File: src/rtl/bdc_frame_controller_if.sv
// AXI-Stream style bundle shared by the upstream, core-side and core-output-monitor links.
// The monitor modport only observes the handshake and end-of-frame marker.
interface bdc_frame_controller_if #(
    parameter int unsigned DATA_WIDTH = 24
) ();
    logic [DATA_WIDTH-1:0] tdata;
    logic                  tvalid;
    logic                  tready;
    logic                  tlast;
    logic                  tuser;

    modport master (output tdata, output tvalid, output tlast, output tuser, input tready);
    modport slave (input tdata, input tvalid, input tlast, input tuser, output tready);
    modport monitor (input tvalid, input tready, input tlast);
endinterface

File: src/rtl/bdc_frame_controller.sv
// Frame sequencer for the barrel distortion core: forwards one repaired WIDTHxHEIGHT frame
// at a time, waits for the core output to drain, and changes K1 only between frames.
module bdc_frame_controller #(
    parameter int unsigned WIDTH         = 128,
    parameter int unsigned HEIGHT        = 100,
    parameter int unsigned DATA_WIDTH    = 24,
    parameter logic [7:0]  K1_RESET      = 8'hE0,
    parameter int unsigned DRAIN_TIMEOUT = 200000
) (
    input  logic                           clk,
    input  logic                           rst_n,
    bdc_frame_controller_if.slave          s_axis,
    bdc_frame_controller_if.master         c_axis,
    bdc_frame_controller_if.monitor        mon,
    input  logic [7:0]                     cfg_k1_i,
    input  logic                           cfg_k1_wr_i,
    input  logic                           cfg_err_clr_i,
    output logic [7:0]                     core_k1_o,
    output logic                           busy_o,
    output logic [15:0]                    frames_done_o,
    output logic                           err_nosof_o,
    output logic                           err_short_o,
    output logic                           err_long_o,
    output logic                           err_timeout_o
);
    localparam int unsigned NumPix = WIDTH * HEIGHT;
    localparam int unsigned CntW   = (NumPix > 1) ? $clog2(NumPix) : 1;
    localparam int unsigned WdW    = $clog2(DRAIN_TIMEOUT + 1);
    localparam logic [CntW-1:0] LastCnt = CntW'(NumPix - 1);
    localparam logic [WdW-1:0]  WdLast  = WdW'(DRAIN_TIMEOUT - 1);

    typedef enum logic [2:0] {StIdle, StRun, StPad, StDiscard, StDrain} state_e;

    state_e          state_q;
    logic [CntW-1:0] cnt_q;
    logic [WdW-1:0]  wd_q;
    logic            out_done_q;
    logic [7:0]      k1_shadow_q;
    logic [7:0]      core_k1_q;
    logic [15:0]     frames_done_q;
    logic            err_nosof_q, err_short_q, err_long_q, err_timeout_q;

    logic cnt_is_last;
    logic s_hs, c_hs, mon_hs;

    assign cnt_is_last = (cnt_q == LastCnt);

    // Data path is purely combinational so the core sees zero added latency.
    always_comb begin
        c_axis.tdata  = s_axis.tdata;
        c_axis.tvalid = 1'b0;
        c_axis.tlast  = 1'b0;
        c_axis.tuser  = 1'b0;
        s_axis.tready = 1'b0;
        if (rst_n) begin
            case (state_q)
                StIdle: begin
                    if (s_axis.tuser) begin
                        c_axis.tvalid = s_axis.tvalid;
                        s_axis.tready = c_axis.tready;
                        c_axis.tuser  = 1'b1;
                        c_axis.tlast  = (NumPix == 1);
                    end else begin
                        s_axis.tready = 1'b1;
                    end
                end
                StRun: begin
                    c_axis.tvalid = s_axis.tvalid;
                    s_axis.tready = c_axis.tready;
                    c_axis.tlast  = cnt_is_last;
                end
                StPad: begin
                    c_axis.tdata  = '0;
                    c_axis.tvalid = 1'b1;
                    c_axis.tlast  = cnt_is_last;
                end
                StDiscard: s_axis.tready = 1'b1;
                default: ;
            endcase
        end
    end

    assign s_hs   = s_axis.tvalid & s_axis.tready;
    assign c_hs   = c_axis.tvalid & c_axis.tready;
    assign mon_hs = mon.tvalid & mon.tready & mon.tlast;

    always_ff @(posedge clk or negedge rst_n) begin
        if (!rst_n) begin
            state_q       <= StIdle;
            cnt_q         <= '0;
            wd_q          <= '0;
            out_done_q    <= 1'b0;
            k1_shadow_q   <= K1_RESET;
            core_k1_q     <= K1_RESET;
            frames_done_q <= '0;
            err_nosof_q   <= 1'b0;
            err_short_q   <= 1'b0;
            err_long_q    <= 1'b0;
            err_timeout_q <= 1'b0;
        end else begin
            if (cfg_k1_wr_i) k1_shadow_q <= cfg_k1_i;
            // Clear first so that any error raised below in the same cycle wins.
            if (cfg_err_clr_i) begin
                err_nosof_q   <= 1'b0;
                err_short_q   <= 1'b0;
                err_long_q    <= 1'b0;
                err_timeout_q <= 1'b0;
            end
            if (mon_hs && state_q != StIdle) out_done_q <= 1'b1;

            case (state_q)
                StIdle: begin
                    if (c_hs) begin
                        cnt_q   <= CntW'(1);
                        state_q <= (NumPix == 1) ? StDrain : StRun;
                    end else begin
                        core_k1_q <= k1_shadow_q;
                    end
                    if (s_hs && !s_axis.tuser) err_nosof_q <= 1'b1;
                end
                StRun: begin
                    if (c_hs) begin
                        cnt_q <= cnt_q + 1'b1;
                        if (cnt_is_last) begin
                            if (s_axis.tlast) begin
                                state_q <= StDrain;
                            end else begin
                                err_long_q <= 1'b1;
                                state_q    <= StDiscard;
                            end
                        end else if (s_axis.tlast) begin
                            err_short_q <= 1'b1;
                            state_q     <= StPad;
                        end
                    end
                end
                StPad: begin
                    if (c_hs) begin
                        cnt_q <= cnt_q + 1'b1;
                        if (cnt_is_last) state_q <= StDrain;
                    end
                end
                StDiscard: begin
                    if (s_hs && s_axis.tlast) state_q <= StDrain;
                end
                StDrain: begin
                    if (out_done_q) begin
                        frames_done_q <= frames_done_q + 16'd1;
                        out_done_q    <= 1'b0;
                        wd_q          <= '0;
                        cnt_q         <= '0;
                        state_q       <= StIdle;
                    end else if (wd_q == WdLast) begin
                        err_timeout_q <= 1'b1;
                        out_done_q    <= 1'b0;
                        wd_q          <= '0;
                        cnt_q         <= '0;
                        state_q       <= StIdle;
                    end else begin
                        wd_q <= wd_q + 1'b1;
                    end
                end
                default: state_q <= StIdle;
            endcase
        end
    end

    assign core_k1_o     = core_k1_q;
    assign busy_o        = (state_q != StIdle);
    assign frames_done_o = frames_done_q;
    assign err_nosof_o   = err_nosof_q;
    assign err_short_o   = err_short_q;
    assign err_long_o    = err_long_q;
    assign err_timeout_o = err_timeout_q;
endmodule

File: src/flat_wrapper.sv
// flat-port wrapper written by rule: the top's interface ports become plain ports
module bdc_frame_controller_flat 
#(
    parameter int unsigned WIDTH         = 128,
    parameter int unsigned HEIGHT        = 100,
    parameter int unsigned DATA_WIDTH    = 24,
    parameter logic [7:0]  K1_RESET      = 8'hE0,
    parameter int unsigned DRAIN_TIMEOUT = 200000
)
  (clk, rst_n, cfg_k1_i, cfg_k1_wr_i, cfg_err_clr_i, core_k1_o, busy_o, frames_done_o, err_nosof_o, err_short_o, err_long_o, err_timeout_o, s_axis_tdata, s_axis_tvalid, s_axis_tlast, s_axis_tuser, s_axis_tready, c_axis_tdata, c_axis_tvalid, c_axis_tlast, c_axis_tuser, c_axis_tready, mon_tvalid, mon_tready, mon_tlast);
  bdc_frame_controller_if #(.DATA_WIDTH(DATA_WIDTH)) s_axis_i ();
  bdc_frame_controller_if #(.DATA_WIDTH(DATA_WIDTH)) c_axis_i ();
  bdc_frame_controller_if #(.DATA_WIDTH(DATA_WIDTH)) mon_i ();
  input  logic clk;
  input  logic rst_n;
  input  logic [7:0] cfg_k1_i;
  input  logic cfg_k1_wr_i;
  input  logic cfg_err_clr_i;
  output logic [7:0] core_k1_o;
  output logic busy_o;
  output logic [15:0] frames_done_o;
  output logic err_nosof_o;
  output logic err_short_o;
  output logic err_long_o;
  output logic err_timeout_o;
  input wire logic [$bits(s_axis_i.tdata)-1:0] s_axis_tdata;
  input wire logic [$bits(s_axis_i.tvalid)-1:0] s_axis_tvalid;
  input wire logic [$bits(s_axis_i.tlast)-1:0] s_axis_tlast;
  input wire logic [$bits(s_axis_i.tuser)-1:0] s_axis_tuser;
  output wire logic [$bits(s_axis_i.tready)-1:0] s_axis_tready;
  output wire logic [$bits(c_axis_i.tdata)-1:0] c_axis_tdata;
  output wire logic [$bits(c_axis_i.tvalid)-1:0] c_axis_tvalid;
  output wire logic [$bits(c_axis_i.tlast)-1:0] c_axis_tlast;
  output wire logic [$bits(c_axis_i.tuser)-1:0] c_axis_tuser;
  input wire logic [$bits(c_axis_i.tready)-1:0] c_axis_tready;
  input wire logic [$bits(mon_i.tvalid)-1:0] mon_tvalid;
  input wire logic [$bits(mon_i.tready)-1:0] mon_tready;
  input wire logic [$bits(mon_i.tlast)-1:0] mon_tlast;
  assign s_axis_i.tdata = s_axis_tdata;
  assign s_axis_i.tvalid = s_axis_tvalid;
  assign s_axis_i.tlast = s_axis_tlast;
  assign s_axis_i.tuser = s_axis_tuser;
  assign s_axis_tready = s_axis_i.tready;
  assign c_axis_tdata = c_axis_i.tdata;
  assign c_axis_tvalid = c_axis_i.tvalid;
  assign c_axis_tlast = c_axis_i.tlast;
  assign c_axis_tuser = c_axis_i.tuser;
  assign c_axis_i.tready = c_axis_tready;
  assign mon_i.tvalid = mon_tvalid;
  assign mon_i.tready = mon_tready;
  assign mon_i.tlast = mon_tlast;
  bdc_frame_controller #(.WIDTH(WIDTH), .HEIGHT(HEIGHT), .DATA_WIDTH(DATA_WIDTH), .K1_RESET(K1_RESET), .DRAIN_TIMEOUT(DRAIN_TIMEOUT)) u_core (.clk(clk), .rst_n(rst_n), .s_axis(s_axis_i), .c_axis(c_axis_i), .mon(mon_i), .cfg_k1_i(cfg_k1_i), .cfg_k1_wr_i(cfg_k1_wr_i), .cfg_err_clr_i(cfg_err_clr_i), .core_k1_o(core_k1_o), .busy_o(busy_o), .frames_done_o(frames_done_o), .err_nosof_o(err_nosof_o), .err_short_o(err_short_o), .err_long_o(err_long_o), .err_timeout_o(err_timeout_o));
endmodule
File: config.mk
export PLATFORM = sky130hd
export DESIGN_NAME = bdc_frame_controller_flat
export DESIGN_NICKNAME = d
export VERILOG_FILES = /design/src/rtl/bdc_frame_controller_if.sv /design/src/rtl/bdc_frame_controller.sv /design/src/flat_wrapper.sv
export SDC_FILE = /design/constraint.sdc
export NUM_CORES = 1
export LEC_CHECK = 0
export ABC_CLOCK_PERIOD_IN_PS = 5400
export BUFFER_PORTS_ARGS = -buffer_cell sky130_fd_sc_hd__buf_2
export CAP_MARGIN = 20
export CORE_ASPECT_RATIO = 1.1
export CORE_UTILIZATION = 40
export DETAILED_ROUTE_END_ITERATION = 10
export SLEW_MARGIN = 10
export SYNTH_ARGS = -nofsm -noshare
export SYNTH_HDL_FRONTEND = slang
export SYNTH_SLANG_ARGS = --single-unit
File: constraint.sdc
create_clock -name clk -period 5.4 [get_ports clk]
set_clock_uncertainty 0.05 [all_clocks]
set_input_delay 0.27 -clock clk [delete_from_list [all_inputs] [get_ports clk]]
set_output_delay 0.27 -clock clk [all_outputs]
set_load 0.01 [all_outputs]
==> out/summary.md, run 1 <==
The run finished with clean final reports. The number of enable flip-flop cells after synthesis is 0, and the total of warnings raised by yosys is 0. After floorplanning, the core was sized to cover 9400 um2. For the routability-driven placement congestion ratio, the log shows 0.794. The category of the most critical setup path was flop to output pin. TritonCTS created 9 clock buffers. The worst path meets setup with 2.60 ns of slack. The actual slew at the worst max-slew pin was 0.991 ns. The tools report the violation count after the first detailed-route iteration as 144. Once placement completed, the tool counted placed cells totaling 604. The mapped netlist covers 3870 um2. Clock tree synthesis selected as its root buffer the cell sky130_fd_sc_hd__clkbuf_8.

The count of pins over their slew limit is 0, and the total of flip-flops plus latches after synthesis is 72. Synthesis instantiated 55 different standard cells from the library. The floorplan step set the die height to 105 um.

The run gives 0.000170 V as the largest vdd supply drop. The count of antenna-violating nets left after detailed routing is 0. The worst setup path is captured at an output pin. For the final setup violation count, the log shows 0. The number of port buffers came out at 99. Detailed placement ended at an HPWL of 6620 um. The placed instances occupy a cell area of 4460 um2. Traced cell by cell, the critical path runs through or3b_2 -> nor4_1 -> nor3b_1 -> buf_2. Via count of the first global-routing pass: 3243.

Headroom to the max-slew limit came out at 33.9%. TritonCTS built the clock tree. From synthesis to final layout, the design area changed by 21.5%. Of all nets on the critical path, the largest fanout is 6. Hold path startpoint: cfg_k1_i[4].

The worst slack after detailed placement was 2.81 ns; the aggregate negative setup slack was 0 ns. Hold violation count in the final report: 0. Dividing the detail-routed via count by the number of cells gives 5.48. The hold buffer count at cts was 1; the insertion delay to the later sink of the worst-skew pair was 0.34 ns. In this run the register-to-register setup slack is 2.78 ns. Dividing the detail-routed wire length by the instance count gives 14.6 um. The logs give 403 for the cell count after synthesis and 100 for the number of placed I/O pins. In the finished design, the share of the clock period the worst path needs comes to 51.9%. Derived from the worst setup path, the maximum achievable clock frequency is 0.357 GHz.

Setup repair after global routing left no endpoint under its margin. Across the whole layout, storage elements account for 1810 um2. Counting every net in the synthesized netlist gives 449.

Counting every sink on the clock net gives 72. The initial standard-cell utilization of the core is 41.2%, and the horizontal die dimension is 95.8 um. The number of cells on the worst reg-to-reg path was 6.

In this run the deepest clock path goes through 2 buffers. Global routing used 19.5% of the available tracks across all layers. Cells with a size suffix above 1 make up 30.2% of the layout. Summing the sequential cell areas from Yosys gives 46.8% of the chip area. Most frequent standard cell in the layout excluding fill and tap cells: sky130_fd_sc_hd__buf_2.

The global-route wire length before repair is 15300 um. The smallest clock period supported by the final layout is computed as 2.80 ns. For the via count, the log shows 3405.

The quantity of gates resized following cts was 0; the total of fill cells in the finished design was 929. The detailed-route wire length is 9100 um, and the clock-pin slew of the registers on the worst-case setup and hold paths is 0.08 ns. Data on the critical path is required at its endpoint by 5.08 ns. The total power per unit cell area is 383 nW/um2, and the area enclosed by the die boundary is 10100 um2.

The detailed-routing iteration count for the pre-antenna-repair pass is 5, and the area of combinational cells with multiple inputs is 1940 um2. Instance count along the most critical hold path: 2. The largest stage delay on the critical path was 0.69 ns; the number of levels in the clock H-tree was 3. The number of maximum-capacitance violations is 0, and the total global routing overflow is 0. The top cell types in the final layout, fill and taps aside, are 99 x sky130_fd_sc_hd__buf_2, 66 x sky130_fd_sc_hd__dfrtp_1, 42 x sky130_fd_sc_hd__nand2_1, 26 x sky130_fd_sc_hd__nor2b_1, 26 x sky130_fd_sc_hd__nand3_1.

In this run the critical register-to-register path is launched from u_core.state_q[2]$_DFFE_PN0P_. The completed layout was analyzed and its total power is 0.00180 W. The static leakage came out at 2.14 nW. Buffers added to address setup during post-CTS repair amount to 0. Data arrives at the worst endpoint at 2.48 ns.

The final standard cell count with taps included and fillers excluded was 621; the row count was 37. The worst register-to-register path ends at u_core.wd_q[14]$_DFFE_PN0P_. The final net count was 545. The run gives 0 as the count of inserted antenna diode cells. Of all flip-flops after synthesis, the portion carrying an async set or reset was 100%. The number of antenna violations at the first check in global routing is 0. For the pin count of the biggest net entering global routing, the log shows 51. The leading register cell type out of synthesis is sky130_fd_sc_hd__dfrtp_1. After detailed routing, the number of remaining DRC violations is 0. The worst hold path terminates at u_core.k1_shadow_q[4]$_DFFE_PN0P_. The run gives 4700 um2 as the summed area of non-filler cells in the final layout.

The worst setup path is launched from a flop. Averaged over all synthesized cells, the footprint is 9.60 um2. The class of the worst hold path is input pin to flop. The cell with the largest stage delay on the worst path is sky130_fd_sc_hd__nor4_1.
## worst max-delay path, delay by kind of cell, from the launching register on
| kind | cells | cell delay [ns] |
|---|---|---|
| simple gates | 3 | 1.50 |
| flops | 1 | 0.44 |
| buf+inv | 1 | 0.20 |
## registers in the layout, summed over array words and instances, names as in the netlist
register,count
u_core.k1_shadow_q,8
u_core.err_short_o,1
u_core.core_k1_o,8
u_core.state_q,3
u_core.frames_done_o,16
u_core.err_timeout_o,1
u_core.err_long_o,1
u_core.out_done_q,1
u_core.err_nosof_o,1
u_core.cnt_q,14
u_core.wd_q,18
## synthesized netlist by cell type (3+ instances only)
master | instances | area [um2]
sky130_fd_sc_hd__dfrtp_1 | 66 | 1650
sky130_fd_sc_hd__a21o_1 | 5 | 37.5
sky130_fd_sc_hd__nand4_1 | 7 | 43.8
sky130_fd_sc_hd__a31oi_1 | 13 | 81.3
sky130_fd_sc_hd__dfstp_2 | 6 | 158
sky130_fd_sc_hd__a22o_1 | 5 | 43.8
sky130_fd_sc_hd__a21oi_1 | 16 | 80.1
sky130_fd_sc_hd__a211oi_1 | 4 | 30.0
sky130_fd_sc_hd__and3_1 | 8 | 50.1
sky130_fd_sc_hd__nand2_1 | 42 | 158
sky130_fd_sc_hd__nor3_1 | 4 | 20.0
sky130_fd_sc_hd__mux2_2 | 18 | 203
sky130_fd_sc_hd__o21ai_0 | 21 | 105
sky130_fd_sc_hd__a41oi_1 | 3 | 26.3
sky130_fd_sc_hd__and2_1 | 7 | 43.8
sky130_fd_sc_hd__nor4_1 | 5 | 31.3
sky130_fd_sc_hd__ha_1 | 3 | 37.5
sky130_fd_sc_hd__buf_2 | 3 | 15.0
sky130_fd_sc_hd__inv_1 | 12 | 45.0
sky130_fd_sc_hd__xnor2_1 | 12 | 105
sky130_fd_sc_hd__nand3_1 | 26 | 130
sky130_fd_sc_hd__nor2_1 | 19 | 71.3
sky130_fd_sc_hd__nand2b_1 | 5 | 31.3
sky130_fd_sc_hd__clkbuf_1 | 15 | 56.3
sky130_fd_sc_hd__or3_1 | 4 | 25.0
sky130_fd_sc_hd__xor2_1 | 6 | 52.6
sky130_fd_sc_hd__o21ai_1 | 5 | 25.0
sky130_fd_sc_hd__nor2b_1 | 26 | 163
## power by group
part	switching [W]	internal, W	total, W
Clock	0.000212	0.000275	0.000488
Combinational	0.000324	0.000246	0.000570
Sequential	0.000110	0.000634	0.000744
## worst max path at each step
stage | cells after the start | startpoint | end
floorplan | 5 | u_core.wd_q[15]$_DFFE_PN0P_ | u_core.state_q[0]$_DFFE_PN0P_
global placement | 5 | u_core.wd_q[15]$_DFFE_PN0P_ | u_core.state_q[0]$_DFFE_PN0P_
detailed placement | 6 | u_core.state_q[2]$_DFFE_PN0P_ | u_core.wd_q[14]$_DFFE_PN0P_
CTS | 4 | u_core.cnt_q[10]$_DFFE_PN0P_ | c_axis_tlast
global route | 6 | u_core.state_q[2]$_DFFE_PN0P_ | u_core.wd_q[15]$_DFFE_PN0P_
finish | 4 | u_core.cnt_q[10]$_DFFE_PN0P_ | c_axis_tlast
## cells by family after synthesis
family / after synthesis / synth area share (%)
AOI/OAI and AO/OA: 88 / 14.8
xor gates and xnor gates: 18 / 4.07
adders and majority gates: 3 / 0.970
buffers and inverters: 30 / 3.01
DFF: 72 / 46.8
muxes: 21 / 6.08
and+or+nand+nor: 171 / 24.3
## area by class of cell
type | instances | area share [%]
Clock buffer | 10 | 2.93
Clock inverter | 6 | 1.92
Inverter | 12 | 0.958
Multi-Input combinational cell | 301 | 41.4
Sequential cell | 72 | 38.5
Tap cell | 117 | 3.11
Timing Repair Buffer | 103 | 11.2
## per-layer routing
metal / wire length [um] / track usage (%)
met3: 397 / 2.77
met4: 142 / 7.57
met5: 0 / 0
met1: 3910 / 25.0
met2: 4640 / 32.8
## metrics by stage
| stage | util (%) | hold WS, ns |
|---|---|---|
| 6_report | 50.0 | 0.100 |
| 3_3_place_gp | 47.5 | 0.266 |
| 4_1_cts | 50.0 | 0.0856 |
| 2_1_floorplan | - | -0.0756 |
| 5_1_grt | 50.0 | 0.0943 |
| 3_5_place_dp | 47.5 | 0.260 |
(Power assumes the default switching activity.)
==> run 2: changes to the inputs <==
Settings changed: ABC_CLOCK_PERIOD_IN_PS 5400 to 2500, PLACE_DENSITY from default to 0.66.
Clock period 5.4 ns to 2.5 ns, I/O delays scaled along.
==> run 2 against run 1 <==
Total power is 130% higher. Critical endpoint unchanged. Via count is 3.6% higher. Core utilization is 3.0 points higher. Critical path depth is 1 higher. Highest routed layer unchanged. Non-clock buffer count is 26 higher. Register-to-register slack worse by 2.6 ns.
==> out/summary.md, run 2 (synthesis results as in run 1) <==
STA classifies the critical path endpoint as an output pin. The library cells used most frequently in the layout, excluding fill and tap cells, are 99 x sky130_fd_sc_hd__buf_2, 66 x sky130_fd_sc_hd__dfrtp_1, 42 x sky130_fd_sc_hd__nand2_1, 26 x sky130_fd_sc_hd__nor2b_1, 26 x sky130_fd_sc_hd__nand3_1. Based on the critical path, the design can be clocked at up to 0.407 GHz. The run gives 2.28 ns (-0.20 ns) as the critical path arrival. Ranked by flip-flop count, first place goes to u_core.wd_q. The logs give 0 (unchanged) for the total global routing overflow and 3528 (+3.6%) for the via count. The pin count of the biggest net entering global routing is 71 (+39%), and the total of fill cells in the finished design is 885 (-4.7%).

The number of port buffers came out at 99 (unchanged). The number of maximum-capacitance violations was 0 (unchanged); the post-layout minimum cycle time was 2.46 ns. Total power per unit cell area: 844 nW/um2 (+120%). STA classifies the critical path startpoint as a flop.

The initial standard-cell utilization of the core is 41.2% (unchanged). Category of the most critical setup path: flop to output pin. The detailed-placement wirelength estimate was 6690 um (+1.1%); the number of placed I/O pins was 100 (unchanged). Horizontal die dimension: 95.8 um (unchanged). The endpoint identified for the worst register-to-register timing path is u_core.err_short_o$_DFF_PN0_.

The aggregate negative setup slack came out at 0 ns (unchanged). The cell sitting at the root of the clock tree is a sky130_fd_sc_hd__clkbuf_8. The placed cell count is 619 (+2.5%).

The flip-flop count of the largest register, all copies and words added is 18 (unchanged), and the area enclosed by the die boundary is 10100 um2 (unchanged). Setup repair after global routing left no endpoint under its margin. The worst-case register-to-register setup slack came out at 0.18 ns (-2.60 ns). Final standard cell count with taps included and fillers excluded: 647 (+4.2%). The signal on the critical path passes through or3b_2 -> nor4_2 -> buf_4 -> nor3b_1 -> buf_2. The static leakage was 2.29 nW (+7.0%).

The worst path uses 98.4% of the clock period. Most frequent standard cell in the layout excluding fill and tap cells: sky130_fd_sc_hd__buf_2. The hold violation count in the final report is 0 (unchanged). The largest vdd supply drop was 0.000378 V (+120%); the number of antenna violations at the first check in global routing was 0 (unchanged).

The routability-driven placement congestion ratio is 0.842 (+6.1%), and the floorplan core area is 9400 um2 (unchanged). The area of combinational cells with multiple inputs was 1960 um2 (+0.71%). The path class of the tightest hold or removal check is input pin to flop. The number of buffers added for setup after CTS is 0 (unchanged), and the count of antenna-violating nets left after detailed routing is 0 (unchanged). The fraction of layout cells with a size suffix above 1 is 31.7% (+1.5 points), and the detailed-routing iteration count for the pre-antenna-repair pass is 4 (-1).

Global-route wire length before repair: 15900 um (+3.9%). For the number of remaining DRC errors, the log shows 0 (unchanged). The hold path startpoint was mon_tready. TritonCTS built the clock tree.

The count of pins over their slew limit was 0 (unchanged). The tools report the number of buffers inserted during clock tree synthesis as 9 (unchanged). The tools report the launch point of the worst reg-to-reg path as u_core.state_q[0]$_DFFE_PN0P_. The endpoint of the worst hold-timing path was u_core.out_done_q$_DFF_PN0_.

The run gives 20.2% (+0.70 points) as the total routing usage reported by global routing. The actual slew at the worst max-slew pin was 0.887 ns (-0.104 ns); the number of vias per cell after detailed routing was 5.45 (-0.55%). The number of levels in the clock H-tree is 3 (unchanged), and the count of inserted antenna diode cells is 0 (unchanged). The number of sinks on the clock net came out at 72 (unchanged). The average wire per standard cell was 14.7 um (+0.16%). The final net count came out at 571 (+4.8%). The largest stage delay on the critical path came out at 0.47 ns (-0.22 ns). The flip-flop and latch area is 1810 um2 (unchanged), and the detailed-route wire length is 9490 um (+4.4%).

The instance count along the most critical hold path is 3 (+1). The cell with the largest stage delay on the worst path was sky130_fd_sc_hd__or3b_2. The final setup violation count was 0 (unchanged). The maximum buffer depth of the clock tree is 2 (unchanged), and the via count of the first global-routing pass is 3447 (+6.3%). The tightest slew margin relative to the limit was 40.9% (+6.9 points). The row count is 37 (unchanged), and the maximum fanout along the worst path is 6 (unchanged). The run gives 0.35 ns (about the same) as the insertion delay to the later sink of the worst-skew pair. The area growth from synthesis to layout is 28.8%.

The vertical die dimension is 105 um (unchanged), and the clock-pin slew of the registers on the worst-case setup and hold paths is 0.08 ns (about the same). The flow ran to the end, and the final reports show no timing, DRC or antenna violations. The violation count after the first detailed-route iteration is 144 (unchanged).

Number of cells on the worst reg-to-reg path: 6 (unchanged). The data required time of the critical path is 2.33 ns (-2.75 ns).
## run 2: timing repair
item / CTS / global route
hold buffers: 12 / 0
endpoints found under the hold margin: 15 / 0
setup endpoints to repair: 1 / 7
resized for setup: 1 / 2
## run 2: through the flow
step	hold slack [ns]	util [%]	cell area (um2)	power [W]	setup slack, ns
after floorplan	-0.221	-	3870	0.00244	0.217
after global placement	-0.0878	48.7	4580	0.00290	0.190
after detailed placement	-0.0883	48.7	4580	0.00295	0.0844
after CTS	0.0211	53.0	4980	0.00423	0.0601
after global routing	0.0327	53.0	4980	0.00448	0.0300
final	0.0176	53.0	4980	0.00421	0.0409
## run 2: worst max path at each step
stage,to,startpoint,cells past startpoint
2_1_floorplan,u_core.state_q[0]$_DFFE_PN0P_,u_core.wd_q[15]$_DFFE_PN0P_,5
3_3_place_gp,u_core.wd_q[12]$_DFFE_PN0P_,u_core.state_q[1]$_DFFE_PN0P_,6
3_5_place_dp,u_core.wd_q[5]$_DFFE_PN0P_,u_core.state_q[1]$_DFFE_PN0P_,6
4_1_cts,u_core.wd_q[5]$_DFFE_PN0P_,u_core.state_q[1]$_DFFE_PN0P_,6
5_1_grt,c_axis_tlast,u_core.cnt_q[0]$_DFFE_PN0P_,6
6_report,c_axis_tlast,u_core.cnt_q[10]$_DFFE_PN0P_,5
## run 2: cell type report
cell class	count	area share (%)
clock buffers	10	2.76
flip-flops and latches	72	36.3
repair buffers	129	15.1
inverters	12	0.904
multi-input cells	301	39.3
clock inverters	6	2.76
well taps	117	2.94
## run 2: per-layer routing
metal / vias up / track usage (%) / routed length, um
met1: 1713 / 25.4 / 4100
met5: - / 0 / 0
met2: 113 / 34.5 / 4810
li1: 1689 / - / -
met4: 0 / 7.78 / 176
met3: 13 / 2.91 / 406
## run 2: worst max-delay path: cells and delay by family, from the launching register on
| kind | cells | cell delay (ns) |
|---|---|---|
| buffers and inverters | 2 | 0.42 |
| DFF | 1 | 0.44 |
| and+or+nand+nor | 3 | 1.08 |
## run 2: where the power goes
part           total (W)  switching (W)  leakage, nW  internal, W
Sequential       0.00157       0.000202        0.937      0.00137
Clock            0.00126       0.000462        0.137     0.000798
Combinational    0.00137       0.000763         1.21     0.000612
